### config.mk
export PLATFORM = sky130hd
export DESIGN_NAME = coriolis_ker1_xn_ostream
export DESIGN_NICKNAME = d
export VERILOG_FILES = /design/src/rtl/coriolis_pkg.sv /design/src/rtl/coriolis_sync_fifo.sv /design/src/rtl/coriolis_ker1_xn_ostream.sv
export SDC_FILE = /design/constraint.sdc
export NUM_CORES = 1
export LEC_CHECK = 0
export ABC_CLOCK_PERIOD_IN_PS = 5350
export BUFFER_PORTS_ARGS = -buffer_cell sky130_fd_sc_hd__buf_2
export CAP_MARGIN = 15
export CORE_MARGIN = 4
export CORE_UTILIZATION = 50
export DETAILED_ROUTE_END_ITERATION = 7
export HOLD_SLACK_MARGIN = 0.15
export PLACE_DENSITY = 0.82
export RECOVER_POWER = 100
export SLEW_MARGIN = 15
export SYNTH_ARGS = -nofsm -noshare
export SYNTH_HDL_FRONTEND = slang
export SYNTH_HIERARCHICAL = 1
export SYNTH_SLANG_ARGS = --single-unit
### constraint.sdc
create_clock -name clk -period 5.35 [get_ports clk]
set_input_delay 0.535 -clock clk [delete_from_list [all_inputs] [get_ports clk]]
set_output_delay 0.535 -clock clk [all_outputs]
set_load 0.02 [all_outputs]
### src/rtl/coriolis_pkg.sv
// Shared types and constants for the coriolis kernel output stages.
package coriolis_pkg;

  localparam int unsigned STREAMW_DEFAULT = 34;

  typedef enum logic [1:0] {
    ST_IDLE  = 2'd0,
    ST_RUN   = 2'd1,
    ST_DRAIN = 2'd2,
    ST_DONE  = 2'd3
  } ostream_state_t;

endpackage

### src/rtl/coriolis_sync_fifo.sv
// Synchronous first-word fall-through FIFO with registered storage and
// full/empty flags; synchronous active-low reset flushes it.
module coriolis_sync_fifo #(
  parameter int unsigned WIDTH = 34,
  parameter int unsigned DEPTH = 4
) (
  input  logic             clk,
  input  logic             rst,
  input  logic             push,
  input  logic [WIDTH-1:0] din,
  input  logic             pop,
  output logic [WIDTH-1:0] dout,
  output logic             full,
  output logic             empty
);

  localparam int unsigned AW = (DEPTH > 1) ? $clog2(DEPTH) : 1;
  localparam int unsigned CW = AW + 1;

  logic [WIDTH-1:0] mem [DEPTH];
  logic [AW-1:0]    wptr;
  logic [AW-1:0]    rptr;
  logic [CW-1:0]    count;
  logic             push_ok;
  logic             pop_ok;

  // A full FIFO refuses pushes even when a pop happens in the same cycle.
  assign push_ok = push & ~full;
  assign pop_ok  = pop & ~empty;
  assign full    = (count == CW'(DEPTH));
  assign empty   = (count == CW'(0));
  assign dout    = mem[rptr];

  always_ff @(posedge clk) begin
    if (!rst) begin
      wptr  <= '0;
      rptr  <= '0;
      count <= '0;
    end else begin
      if (push_ok) wptr <= wptr + AW'(1);
      if (pop_ok)  rptr <= rptr + AW'(1);
      count <= count + CW'(push_ok) - CW'(pop_ok);
    end
  end

  always_ff @(posedge clk) begin
    if (push_ok) mem[wptr] <= din;
  end

endmodule

### src/rtl/coriolis_ker1_xn_ostream.sv
// Output stage for the xn_s0 stream: elastic buffer, per-run element count, completion.
// Optional checksum accumulator enabled by macro CORIOLIS_XN_OSTREAM_CHKSUM_EN.
module coriolis_ker1_xn_ostream
  import coriolis_pkg::*;
#(
  parameter int unsigned STREAMW = STREAMW_DEFAULT,
  parameter int unsigned DEPTH   = 4,
  parameter int unsigned CNTW    = 32
) (
  input  logic               clk,
  input  logic               rst,
  input  logic               start,
  input  logic [CNTW-1:0]    nelems,
  input  logic               ivalid_xn_s0,
  input  logic [STREAMW-1:0] xn_s0,
  output logic               iready,
  output logic               ovalid,
  output logic [STREAMW-1:0] odata,
  input  logic               oready,
  output logic               busy,
  output logic               done,
  output logic [CNTW-1:0]    wcount,
  output logic [31:0]        chksum
);

  ostream_state_t  state;
  logic [CNTW-1:0] nelems_q;
  logic [CNTW-1:0] acount;
  logic [CNTW-1:0] acount_nxt;
  logic [CNTW-1:0] wcount_nxt;
  logic            full;
  logic            empty;
  logic            push;
  logic            pop;
  logic            start_ok;

  coriolis_sync_fifo #(
    .WIDTH (STREAMW),
    .DEPTH (DEPTH)
  ) u_fifo (
    .clk   (clk),
    .rst   (rst),
    .push  (push),
    .din   (xn_s0),
    .pop   (pop),
    .dout  (odata),
    .full  (full),
    .empty (empty)
  );

  // Handshake and status decode, all from registered state.
  assign iready     = (state == ST_RUN) & ~full & (acount < nelems_q);
  assign push       = ivalid_xn_s0 & iready;
  assign ovalid     = ~empty;
  assign pop        = ovalid & oready;
  assign busy       = (state == ST_RUN) | (state == ST_DRAIN);
  assign done       = (state == ST_DONE);
  assign start_ok   = start & ((state == ST_IDLE) | (state == ST_DONE));
  assign acount_nxt = acount + CNTW'(push);
  assign wcount_nxt = wcount + CNTW'(pop);

  always_ff @(posedge clk) begin
    if (!rst) begin
      state    <= ST_IDLE;
      nelems_q <= '0;
      acount   <= '0;
      wcount   <= '0;
    end else begin
      acount <= acount_nxt;
      wcount <= wcount_nxt;
      case (state)
        ST_IDLE, ST_DONE: begin
          if (start) begin
            nelems_q <= nelems;
            acount   <= '0;
            wcount   <= '0;
            state    <= (nelems == CNTW'(0)) ? ST_DONE : ST_RUN;
          end
        end
        ST_RUN: begin
          if (acount_nxt == nelems_q) state <= ST_DRAIN;
        end
        // Finish on the edge of the last output transfer so done follows it by one cycle.
        ST_DRAIN: begin
          if (wcount_nxt == nelems_q) state <= ST_DONE;
        end
        default: state <= ST_IDLE;
      endcase
    end
  end

`ifdef CORIOLIS_XN_OSTREAM_CHKSUM_EN
  logic [31:0] chksum_q;

  always_ff @(posedge clk) begin
    if (!rst) begin
      chksum_q <= '0;
    end else if (start_ok) begin
      chksum_q <= '0;
    end else if (pop) begin
      chksum_q <= chksum_q + odata[31:0];
    end
  end

  assign chksum = chksum_q;
`else
  assign chksum = 32'd0;
`endif

endmodule

Word level (Yosys, flattened, before mapping)
Memory sizes are Yosys's and may differ from the RTL's. A register that Yosys moved wholly into a read port is not among the register bits.
Index checks and enable logic that the tools add are counted.

storage, ports and cells
  RAM bits = 136
  bits of input ports = 71
  output and inout port bits = 102
  register bits = 105
  logic and storage cells = 52
  memories kept = 1

memories
  name        depth  bits a word  rd ports  clocked after memory_dff  wr ports  RTL line                  source
  u_fifo.mem  4      34           1         1                         1         coriolis_sync_fifo.sv:20  logic [WIDTH-1:0] mem [DEPTH];

operators by class
  bitwise logic cells = 9
  reductions and logical operators = 6
  multiplexer cells = 13
  order comparisons = 1
  equality and inequality tests = 9
  add/sub/neg operators = 6

operator list
  cell                                                    number
  two-way mux 32 bit                                      4
  adder 32 x 1 -> 32 bit                                  2
  == test 32 bit                                          2
  logical NOT 32 bit                                      1
  less-than comparator 32 bit                             1
  two-way mux 2 bit                                       6
  AND 1 bit                                               6
  case mux 2 bit (3 select lines)                         1
  adder 2 x 1 -> 2 bit (second input constant)            2
  == test 2 bit (second input constant)                   2
  inequality test 2 x 1 -> 1 bit (second input constant)  2
  adder 3 x 1 -> 3 bit                                    1
  == test 3 bit (second input constant)                   1
  logical NOT 3 bit                                       1
  AND reduction 3 bit                                     1
  subtractor 3 x 1 -> 3 bit                               1
  == test 2 x 1 -> 1 bit (second input constant)          1
  logical NOT 2 bit                                       1
  two-way mux 1 bit                                       2
  inequality test 2 bit (second input constant)           1
  NOT 1 bit                                               2
  AND reduction 2 bit                                     1
  OR reduction 2 bit                                      1
  OR 1 bit                                                1

Longest topological paths before layout
Gate-level depths: netlist of the first run.

  word-level depth = 9
  gate-level depth with buffers = 23
  mapped depth without buffers = 22

Cells and area by module
Netlist of the first run, hierarchy kept.

modules (own cells, without submodules)
  module                    cells each  area an instance (um2)  sequential area each (um2)  times used
  coriolis_ker1_xn_ostream  894         7,028.0                 1,961.9                     1
  coriolis_sync_fifo        229         5,440.2                 4,264.1                     1

Least setup slack after synthesis of the first run
No wires, ideal clock.

  kind = reg2reg
  start point = register nelems_q[25]
  end point = register state[0]
  period minus slack after synthesis = 4.679 ns
  path buffers = 1
  library setup time = 0.124 ns
  arrival time = 4.555 ns
  setup slack = 0.671 ns
  required time = 5.226 ns
  stages on the path, launching flop included = 24
  cells stage by stage = dfxtp_1 -> inv_1 -> ha_1 -> a21o_1 -> a21o_1 -> a21o_1 -> a21oi_1 -> nor2b_1 -> o21ai_0 -> nand2b_1 -> a221o_1 -> a311oi_1 -> ha_1 -> ha_1 -> nand3_1 -> clkbuf_1 -> nor3_1 -> nand4_1 -> xor2_1 -> a2111oi_0 -> nand4_1 -> o21ai_0 -> nor2b_2 -> o32ai_1

on the way
  longest elaborated chain between the ends = 7
  elaborated cells between the ends (all ways) = 9
  classes of those cells = add/sub: 1; order compare: 1; eq/ne: 4; bitwise: 2; reduce/logical: 1

RTL lines
  element                                          RTL line                        source
  from (decl)                                      coriolis_ker1_xn_ostream.sv:27  logic [CNTW-1:0] nelems_q;
  from (signal assigned)                           coriolis_ker1_xn_ostream.sv:74  nelems_q <= nelems;
  less-than comparator 32 bit                      coriolis_ker1_xn_ostream.sv:52  assign iready = (state == ST_RUN) & ~full & (acount < nelems_q);
  AND 1 bit                                        coriolis_ker1_xn_ostream.sv:52
  AND 1 bit                                        coriolis_ker1_xn_ostream.sv:53  assign push = ivalid_xn_s0 & iready;
  net push                                         coriolis_ker1_xn_ostream.sv:33  logic push;
  adder 32 x 1 -> 32 bit                           coriolis_ker1_xn_ostream.sv:59  assign acount_nxt = acount + CNTW'(push);
  == test 32 bit                                   coriolis_ker1_xn_ostream.sv:81  if (acount_nxt == nelems_q) state <= ST_DRAIN;
  inequality test 2 x 1 -> 1 bit (no source line)  --
  AND reduction 3 bit (no source line)             --
  to (signal assigned)                             coriolis_ker1_xn_ostream.sv:77  state <= (nelems == CNTW'(0)) ? ST_DONE : ST_RUN;
  to (decl)                                        coriolis_ker1_xn_ostream.sv:26  ostream_state_t state;

The timed path passes the listed nets, and every way through them passes these cells.
A chain may end at the register's enable or synchronous reset.

Worst setup path in the final report of the first run
  start point = register nelems_q[18]
  end point = register state[0]

The elaborated chain is that of the path after synthesis.

==> impl_results.md, run 1 <==
- Post-place setup slack: -0.1218 ns
- Avg Cell Area, Syn: 11.10 um2
- Synth top area cells: edfxtp_1 (33%), dfxtp_1 (17%), mux4_2 (5.4%), xnor2_1 (4.6%), ha_1 (4.4%)
- Total I/O pin count: 173
- Port bufs: 140
- Initial DRC Count: 866
- Largest net degree at the start of global routing: 39
- Placeable Area: 0.02439 mm2
- Final instance area: 0.01445 mm2
- Fin crit period: 5.086 ns
- Final core utilization: about 59%
- Clk sinks: 243
- PD cells: approximately 380 mW/mm2
- Initial antenna violation count: 0
- Worst skew pair latency: 0.55 ns
- End of the worst register-to-register path: state[0]$_SDFFE_PN0P_
- Post-synth top area share: 32.75%
- RSZ-0062 raised after global routing: no
- Post-synthesis mux area share: about 6.6%
- Max Clock Skew: 0.01589 ns
- Final Worst Setup Slack: 0.2643 ns
- Clock transition at the registers of the reported paths: 0.06 ns
- H-Tree Level Count: 1
- Synth Area in Simple Gates: 17.05%
- Worst r2r path cells: 23
- Startpoint types: flip-flop
- Max-cap violation count: 3
- FFs w/ async S/R, synth: 0%
- Placement Cell Area: 0.01364 mm2
- Static leakage: 5.116 nW
- Diodes inserted: 0
- Mapped Cells: 1123
- Most frequent cells after synthesis: edfxtp_1 (136), dfxtp_1 (107), nand2_1 (103), nor2_1 (90), xnor2_1 (65)
- Number of flops mapped to enable cells by yosys: 136
- Post-DRT Antenna Nets: 0
- Internal Power: around 3.8 mW
- Synth cell types: 72
- Dominant synthesized flop cell: edfxtp_1
- Fmax: 196.6 MHz
- Reg-to-reg startpoint: nelems_q[18]$_SDFFE_PN0P_
- GRT Overall Usage: between 20% and 30%
- Synthesized cell area: 0.01247 mm2
- Starting Density: 51.12%
- Worst hold path type: input port to flip-flop
- CP Class: flip-flop to flip-flop
- Global route total overflow: 0
- Share of cells above drive strength 1: between 10% and 20%
- Die X: 165.9 um
- Wire length per cell: 21.39 um
- Die Ht: 165.9 um
- Failing checks: capacitance limit, slew limit
- Synth Area in Adders: 4.576%
- Yosys reg bits: 243
- Vias in the first global route: 9362
- Area Overhead vs Synth: 15.88%
- Status: finished with violations
- Cell row count: 57
- Max-slew violations: 106
- Clock power frac: 34.8%
- Drt pass-1 iters: 6
- Routability cong.: ~1.0
- CTS Buffer Depth: 3
- Post-route clock period utilization: 95.06%
- Sequential power share: between 40% and 50%
- Crit path DAT: 5.50 ns
- WHS Path Cells: 3
- YS warnings: 6
- R2R Setup Slk: 0.26 ns
- Die ar.: about 0.028 mm2
- Slew margin rel.: -82.91%
- Final hold vios: 0
- Compound-Gate Fraction of Synth Area: 7.346%
- CTS buffer count: 27
- Endpoint class of the critical path: flip-flop
- Worst-margin pin slew: between 2 and 3 ns
- Via Count: 9507
- DR vias/cell: slightly below 6
- Root buffer cell: clkbuf_16
- DR DRC count: 0
- Sw Pwr: around 1.7 mW
- Synth area leader: edfxtp_1
- CP Max Fanout: 12
- Switching Fraction: 30.91%
- WHS Endpoint: nelems_q[10]$_SDFFE_PN0P_
- Final net count: 1413
- Finish-stage setup viols: 0
- Sequential area share after synthesis: 49.93%
- Worst vdd ir: 0.4432 mV
- Main combinational cell family by area after synthesis: simple AND/OR/NAND/NOR gates
- Worst Min Path Start: nelems[10]
- Most frequent cell after synthesis: edfxtp_1
- Xor and xnor area share after synthesis: 8.650%
- TritonCTS clock tree: built
- Post-DP HPWL: 26240 um
- First-pass GRT wire length: 54340 um
- Critical path data required time: ~5.8 ns
- Setup TNS: 0 ns
- Comb pwr share: 24.7%
- Routed wire length: 35130 um
## logic make-up (layout without fill, tap and decap cells)
| logic type | after synthesis | after routing |
|---|---|---|
| other | 1 | 32 |
| buffers and inverters | 139 | 303 |
| AO/OA/AOI/OAI | 137 | 137 |
| XOR/XNOR | 109 | 109 |
| multiplexers | 38 | 38 |
| AND/OR/NAND/NOR | 411 | 411 |
| adder cells (fa/ha/maj) | 45 | 45 |
| flip-flops | 243 | 243 |
## flip-flops by register name (all words and copies together) (netlist names), named ones only
| signal | flops |
|---|---|
| nelems_q | 32 |
| u_fifo/wptr | 2 |
| state | 2 |
| acount | 32 |
| u_fifo/rptr | 2 |
| u_fifo/count | 3 |
| u_fifo/mem | 136 |
| wcount | 32 |
## area by class of cell
cell class | count | area [um2]
sequential | 243 | 6228
clock buffer | 33 | 718.2
inverter | 52 | 195.2
timing repair buffer | 201 | 1008
multi-input combinational | 772 | 5683
clock inverter | 17 | 209.0
fill | 2126 | 9943
tap | 324 | 405.4
## per-layer routing
metal	wire length [um]	share of wire (%)	GRT usage, %	vias to the layer above
met5	0	0	0	-
li1	-	-	-	4412
met1	14560	41	33.54	4587
met3	2653	7.6	4.166	73
met4	1143	3.3	6.958	0
met2	16770	48	41.25	435
## metrics by stage
stage,std cells,hold slack [ns],power (mW)
CTS,1641,0.1846,5.517
finish,1642,0.2451,5.485
floorplan,1154,0.4363,3.156
detailed placement,1591,0.4516,3.601
global route,1642,0.2519,5.732
global placement,1591,0.4464,3.569
## how the worst max path moves through the flow
stage	start	end	slack (ns)	depth (start not counted)
2_1_floorplan	nelems_q[25]$_SDFFE_PN0P_	state[0]$_SDFFE_PN0P_	0.67	23
3_3_place_gp	nelems_q[18]$_SDFFE_PN0P_	state[0]$_SDFFE_PN0P_	0.06	24
3_5_place_dp	nelems_q[18]$_SDFFE_PN0P_	state[0]$_SDFFE_PN0P_	-0.12	24
4_1_cts	nelems_q[18]$_SDFFE_PN0P_	state[0]$_SDFFE_PN0P_	0.06	24
5_1_grt	nelems_q[18]$_SDFFE_PN0P_	state[0]$_SDFFE_PN0P_	0.01	24
6_report	nelems_q[18]$_SDFFE_PN0P_	state[0]$_SDFFE_PN0P_	0.26	23
## timing repair
item                                    CTS  global route
buffers inserted                          0             1
pin swaps                                 0             4
endpoints found under the setup margin    2             2
gates resized for setup                   2            13
hold buffers                              0             0
## placed cells by master, fill, tap and decap left out, types with 21 or more instances in the layout
cell / synthesis / final
xnor2_1: 65 / 65
inv_1: 52 / 52
nor3_1: 21 / 21
conb_1: 1 / 32
a21oi_1: 48 / 48
nand3_1: 29 / 29
nand4_1: 48 / 48
nand2_1: 103 / 103
clkbuf_1: 36 / 112
buf_2: 10 / 38
nor4_1: 26 / 25
ha_1: 44 / 43
mux4_2: 30 / 30
dfxtp_1: 107 / 105
buf_4: 34 / 48
edfxtp_1: 136 / 136
clkbuf_16: 0 / 27
nor2_1: 90 / 90
xor2_1: 35 / 35
## power by group through the flow
stage	combinational [mW]	sequential [mW]	clock [mW]
floorplan	0.924	2.23	0
global placement	1.33	2.24	0
detailed placement	1.35	2.25	0
CTS	1.36	2.22	1.94
global route	1.48	2.23	2.02
finish	1.36	2.22	1.91
## critical path: stages (launching register included)
cell and delay (ns):
dfxtp_2 0.35, inv_1 0.06, ha_1 0.33, a21oi_1 0.18, a21boi_0 0.12, o21a_1 0.18
o21a_1 0.16, o21a_1 0.15, o21ai_0 0.16, nand2_1 0.08, a221o_1 0.38, a311oi_2 0.26
ha_2 0.26, ha_1 0.17, nand3_1 0.12, buf_12 0.18, a21oi_1 0.15, o221ai_1 0.14
or4_1 0.55, nor4_1 0.34, nand4_1 0.15, o21ai_2 0.21, nor2b_4 0.18, o32ai_1 0.08
Note: power is estimated with default switching activity, not from simulation.
==> run 2, diff against run 1 <==
Settings changed: SYNTH_HIERARCHICAL 1 to unset.
==> run 2 against run 1 <==
The flow still finishes with violations (capacitance limit, slew limit). Sequential share of layout area is 1.7 points higher. Clock power down 9%. Sequential power is 7% higher. Flip-flop and latch count is the same. Clock skew is 0.0032 ns higher. Die area is 1.6% lower. Clock-buffer cell count up 7. First-iteration DRC count increased by 19%. Combinational power increased by 29%. Wire length shrank 6.6%. Register-to-register slack better by 0.02 ns. Critical path type unchanged. Critical endpoint unchanged. Largest power group unchanged.
==> impl_results.md, run 2 <==
- Worst skew pair latency: 0.54 ns
- Port bufs: 140
- Reg-to-reg startpoint: nelems_q[17]$_SDFFE_PN0P_
- Hold buffers post-CTS: 0
- R2R Setup Slk: 0.28 ns
- Sequential area share after synthesis: 50.78%
- TritonCTS clock tree: built
- GRT Overall Usage: 23.99%
- DR vias/cell: 5.779
- Synth cell types: 68
- Biggest register: u_fifo.mem
- Cell row count: 57
- Most frequent cells after synthesis: edfxtp_1 (136), dfxtp_1 (107), nand2_1 (106), nor2_1 (93), xnor2_1 (67)
- Max Clock Skew: 0.01909 ns
- Static leakage: 4.840 nW
- Initial antenna violation count: 0
- Worst r2r path cells: 19
- Worst vdd ir: 0.2718 mV
- Synth area leader: edfxtp_1
- Starting Density: 50.57%
- Root buffer cell: clkbuf_16
- Most frequent cells in the layout: edfxtp_1 (136), clkbuf_1 (119), nand2_1 (105), dfxtp_1 (105), nor2_1 (93)
- H-Tree Level Count: 1
- DR DRC count: 0
- Failing checks: capacitance limit, slew limit
- Placeable Area: roughly 0.024 mm2
- Critical path data required time: 5.77 ns
- Final hold vios: 0
- PostCTS Resize Cnt: 0
- Max-cap violation count: 6
- Max reg flops: 136
- Startpoint types: flip-flop
- PD cells: between 400 and 500 mW/mm2
- Status: finished with violations
- Endpoint class of the critical path: flip-flop
- First-pass GRT wire length: roughly 51000 um
- CP Class: flip-flop to flip-flop
- CTS buffer count: 26
- Worst-margin pin slew: roughly 2.7 ns
- FFs w/ async S/R, synth: 0%
- Max-slew violations: 208
- Post-place setup slack: 0.1456 ns
- Vias in the first global route: 8917
- Post-route clock period utilization: 94.68%
- Crit path DAT: 5.48 ns
- Synth top area cells: edfxtp_1 (33%), dfxtp_1 (17%), mux4_2 (6.2%), xnor2_1 (4.8%), ha_1 (4.5%)
- Via Count: a little over 9000
- Mapped Cells: 1110
- CP Max Fanout: 5
- Final net count: 1363
- Dominant synthesized flop cell: edfxtp_1
- Wire length per cell: 20.60 um
- Post-DRT Antenna Nets: 0
- Drt pass-1 iters: 5
- Slew margin rel.: -81.66%
- Die ar.: 0.02709 mm2
- CP Launch Point: nelems_q[17]$_SDFFE_PN0P_
- Clk sinks: 243
- RSZ-0062 raised after global routing: no
- Global route total overflow: 0
- Commonest non-fill, non-tap cell in the layout: edfxtp_1
- Setup TNS: 0 ns
- Share of cells above drive strength 1: roughly an eighth
- Fin crit period: between 5 and 6 ns
- Clock transition at the registers of the reported paths: 0.06 ns
- Final Worst Setup Slack: 0.2845 ns
- Yosys reg bits: 243
- Number of flops mapped to enable cells by yosys: 136
- Most frequent cell after synthesis: edfxtp_1
- Initial DRC Count: roughly 1000
- Routability cong.: 0.9533
- Synthesized cell area: around 0.012 mm2
- Total I/O pin count: 173
- Setup bufs post-CTS: 0
- Post-DP HPWL: 23720 um
- Fmax: 197.4 MHz
- Worst hold path type: input port to flip-flop
- End of the worst register-to-register path: state[0]$_SDFFE_PN0P_
- Die X: 164.6 um
- Finish-stage setup viols: 0
- Die Ht: 164.6 um
- Largest net degree at the start of global routing: 61
- YS warnings: 0
- CP endpoint: state[0]$_SDFFE_PN0P_
- Avg Cell Area, Syn: around 11 um2
- Area Overhead vs Synth: 13.42%
- CTS Buffer Depth: 3
- Post-synth top area share: 33.31%
- Routed wire length: between 30000 and 40000 um
==> run 2: cell types whose count changed after synthesis, moves of 5 or more <==
cell	previous run	this run
buf_2	10	3
o21ai_0	21	13
or4_1	12	6
nor2b_1	16	11
mux2i_1	3	8
nand4_1	48	40
buf_1	2	7
clkbuf_1	36	47
==> run 2: worst min path at each step <==
| stage | startpoint | endpoint | slack (ns) | depth (start not counted) |
|---|---|---|---|---|
| CTS | xn_s0[6] | u_fifo.mem[1][6]$_DFFE_PP_ | 0.20 | 1 |
| global route | nelems[24] | nelems_q[24]$_SDFFE_PN0P_ | 0.25 | 3 |
| floorplan | nelems_q[3]$_SDFFE_PN0P_ | nelems_q[3]$_SDFFE_PN0P_ | 0.44 | 2 |
| global placement | nelems_q[3]$_SDFFE_PN0P_ | nelems_q[3]$_SDFFE_PN0P_ | 0.45 | 2 |
| detailed placement | nelems_q[3]$_SDFFE_PN0P_ | nelems_q[3]$_SDFFE_PN0P_ | 0.46 | 2 |
| finish | nelems[8] | nelems_q[8]$_SDFFE_PN0P_ | 0.25 | 3 |
==> run 2: area by class of cell <==
type	count	area (um2)
antenna	1	2.502
clock buffer	40	773.2
clock inverter	8	57.56
fill	2078	10340
inverter	48	180.2
multi-input combinational	757	5492
sequential	243	6228
tap	324	405.4
timing repair buffer	171	768.2
==> run 2: power breakdown <==
part	internal [mW]	switching [mW]	leakage, nW
combinational	0.678	1.08	2.33
clock	0.996	0.729	0.410
sequential	2.24	0.148	2.10
total	3.91	1.96	4.84
==> run 2: logic make-up after synthesis <==
group,Yosys count,share of synthesized area (%)
buf+inv,141,5.480
mux,46,7.296
fa+ha+maj,45,4.653
xor+xnor,107,8.541
compound gates,123,6.714
simple gates,404,16.51
flops,243,50.78
other cells,1,0.03058
==> run 2: worst max-delay path: stages (launching register included) <==
cell and delay (ns):
dfxtp_1 0.33, inv_1 0.06, ha_1 0.31, a21o_1 0.18, a21o_1 0.17, a21o_1 0.17
a21o_1 0.17, a21oi_1 0.23, nor2_1 0.11, a211oi_2 0.22, a31o_2 0.21, ha_1 0.21
nand4_1 0.16, or4_1 0.54, or4_4 0.61, mux2_4 0.34, a2111oi_4 0.31, o2111ai_1 0.19
o311ai_1 0.32, o31ai_1 0.10
==> run 2: metrics by stage <==
| step | area (um2) | hold WS, ns | utilization [%] | total power [mW] | std cells |
|---|---|---|---|---|---|
| finish | 13910 | 0.2485 | 57.35 | 5.870 | 1592 |
| global placement | 13230 | 0.4459 | 54.56 | 4.139 | 1543 |
| detailed placement | 13230 | 0.4581 | 54.56 | 4.192 | 1543 |
| CTS | 14060 | 0.2037 | 57.98 | 5.929 | 1591 |
| floorplan | 12380 | 0.4363 | - | 3.616 | 1141 |
| global route | 13900 | 0.2525 | 57.34 | 6.172 | 1591 |
==> run 2: layer usage <==
| layer | global-route usage (%) | part of all wire, % |
|---|---|---|
| met1 | 32.42 | 41 |
| met2 | 38.95 | 47 |
| met3 | 5.141 | 9.0 |
| met4 | 7.561 | 3.1 |
| met5 | 0 | 0 |
==> run 3, diff against run 2 <==
==> constraint.sdc (replaced) <==
create_clock -name clk -period 5.35 [get_ports clk]
set_input_delay 0.535 -clock clk [delete_from_list [all_inputs] [get_ports clk]]
set_output_delay 0.535 -clock clk [all_outputs]
set_load 0.01 [all_outputs]
==> run 3 against run 2 <==
The run still ends with capacitance limit, slew limit left. Clock-buffer cell count unchanged. Critical endpoint unchanged. Die area stayed put. Non-clock buffer count did not move. Global-route usage is the same.
==> impl_results.md, run 3 (synthesis gave the netlist of run 2 again) <==
- Worst vdd ir: 0.2662 mV
- GRT Overall Usage: 23.99%
- H-Tree Level Count: 1
- Fin crit period: 5.066 ns
- Endpoint class of the critical path: flip-flop
- Post-route clock period utilization: about 95%
- Die Ht: 164.6 um
- Initial antenna violation count: 0
- Clock power frac: 30.1%
- Routability cong.: between 0.9 and 1
- Die X: ~160 um
- Share of cells above drive strength 1: 11.68%
- Placement Cell Area: approximately 0.013 mm2
- Startpoint types: flip-flop
- Global route total overflow: 0
- Reg-to-reg startpoint: nelems_q[17]$_SDFFE_PN0P_
- Worst Min Path Start: nelems[8]
- Failing checks: capacitance limit, slew limit
- Critical path data required time: 5.77 ns
- RSZ-0062 raised after global routing: no
- R2R Setup Slk: 0.28 ns
- Max reg flops: 136
- WHS Endpoint: nelems_q[8]$_SDFFE_PN0P_
- Final hold vios: 0
- CP Max Fanout: 5
- Most frequent cells in the layout: edfxtp_1 (136), clkbuf_1 (120), nand2_1 (105), dfxtp_1 (105), nor2_1 (93)
- Placeable Area: 0.02425 mm2
- Switching Fraction: 31.84%
- Initial DRC Count: between 1000 and 1500
- TritonCTS clock tree: built
- Worst-margin pin slew: 2.725 ns
- Fmax: 197.4 MHz
- Internal Power: 3.909 mW
- Static leakage: 4.838 nW
- Total I/O pin count: 173
- DR vias/cell: 5.779
- Commonest non-fill, non-tap cell in the layout: edfxtp_1
- DR DRC count: 0
- Area Overhead vs Synth: 13.41%
- Worst r2r path cells: 19
- Worst hold path type: input port to flip-flop
- Final net count: 1363
- End of the worst register-to-register path: state[0]$_SDFFE_PN0P_
- Post-DP HPWL: 23720 um
- Comb pwr share: 28.3%
- First-pass GRT wire length: roughly 50000 um
- Setup TNS: 0 ns
- Die ar.: 0.02709 mm2
- Worst skew pair latency: around 0.54 ns
- Vias in the first global route: around 8900
- CP Class: flip-flop to flip-flop
- Largest net degree at the start of global routing: 61
- CTS buffer count: 26
- Wire length per cell: 20.60 um
- Via Count: 9200
- Post-DRT Antenna Nets: 0
- Cell row count: 57
- Sw Pwr: 1.826 mW
- Max Clock Skew: 0.01909 ns
- CTS Buffer Depth: 3
- Starting Density: 50.57%
- Finish-stage setup viols: 0
- Max-slew violations: 208
- Hold buffers post-CTS: 0
- Slew margin rel.: -81.66%
- WHS: approximately 0.25 ns
- Final instance area: 0.01391 mm2
- Clk sinks: between 200 and 250
- Routed wire length: 32800 um
- Sequential power share: 41.6%
- PostCTS Resize Cnt: 0
- PD cells: 412.4 mW/mm2
- Status: finished with violations
- Biggest register: u_fifo.mem
- Max-cap violation count: 6
- Crit path DAT: 5.48 ns
- Port bufs: 140
- Setup bufs post-CTS: 0
- Drt pass-1 iters: 5
- Root buffer cell: clkbuf_16
- Clock transition at the registers of the reported paths: 0.06 ns
- WHS Path Cells: 3
## run 3: worst max-delay path by stage
stage	slack [ns]	start	endpoint	cells after the start
after detailed placement	0.15	acount[17]$_SDFF_PN0_	state[1]$_SDFFE_PN0P_	20
after global placement	0.28	acount[17]$_SDFF_PN0_	state[0]$_SDFFE_PN0P_	18
after CTS	0.11	acount[17]$_SDFF_PN0_	state[1]$_SDFFE_PN0P_	20
after global routing	0.01	nelems_q[17]$_SDFFE_PN0P_	state[1]$_SDFFE_PN0P_	20
after floorplan	0.36	nelems_q[17]$_SDFFE_PN0P_	state[0]$_SDFFE_PN0P_	21
final	0.28	nelems_q[17]$_SDFFE_PN0P_	state[0]$_SDFFE_PN0P_	19
## run 3: power by group through the flow
stage,Combinational [mW],Sequential [mW],Clock (mW)
after detailed placement,1.65,2.41,0
after CTS,1.66,2.37,1.76
after global placement,1.62,2.38,0
after floorplan,1.13,2.35,0
after global routing,1.79,2.40,1.85
final,1.63,2.38,1.73
## run 3: worst max-delay path, cell delays in order, from the launching register on
cell       delay, ns
dfxtp_1         0.33
inv_1           0.06
ha_1            0.31
a21o_1          0.18
a21o_1          0.17
a21o_1          0.17
a21o_1          0.17
a21oi_1         0.23
nor2_1          0.11
a211oi_2        0.22
a31o_2          0.21
ha_1            0.21
nand4_1         0.16
or4_1           0.54
or4_4           0.61
mux2_4          0.34
a2111oi_4       0.31
o2111ai_1       0.19
o311ai_1        0.32
o31ai_1         0.10
## run 3: final cells by class
cell class	instances	area, um2
Clock buffer	40	773.2
Sequential cell	243	6228
Inverter	48	180.2
Tap cell	324	405.4
Clock inverter	8	57.56
Multi-Input combinational cell	757	5492
Fill cell	2079	10340
Antenna cell	1	2.502
Timing Repair Buffer	171	767.0
## run 3: per-stage QoR
stage / instances / util (%) / setup WS [ns] / total power, mW
final: 1592 / 57.35 / 0.2845 / 5.734
after global routing: 1591 / 57.34 / 0.01431 / 6.036
after CTS: 1591 / 57.98 / 0.1139 / 5.794
after detailed placement: 1543 / 54.56 / 0.1456 / 4.057
after global placement: 1543 / 54.56 / 0.2829 / 4.003
after floorplan: 1141 / - / 0.3576 / 3.476
## run 3: routing by layer
| layer | track usage [%] | routed length [um] |
|---|---|---|
| met1 | 32.42 | 13420 |
| met3 | 5.141 | 2967 |
| met4 | 7.561 | 1016 |
| met5 | 0 | 0 |
| met2 | 38.95 | 15390 |
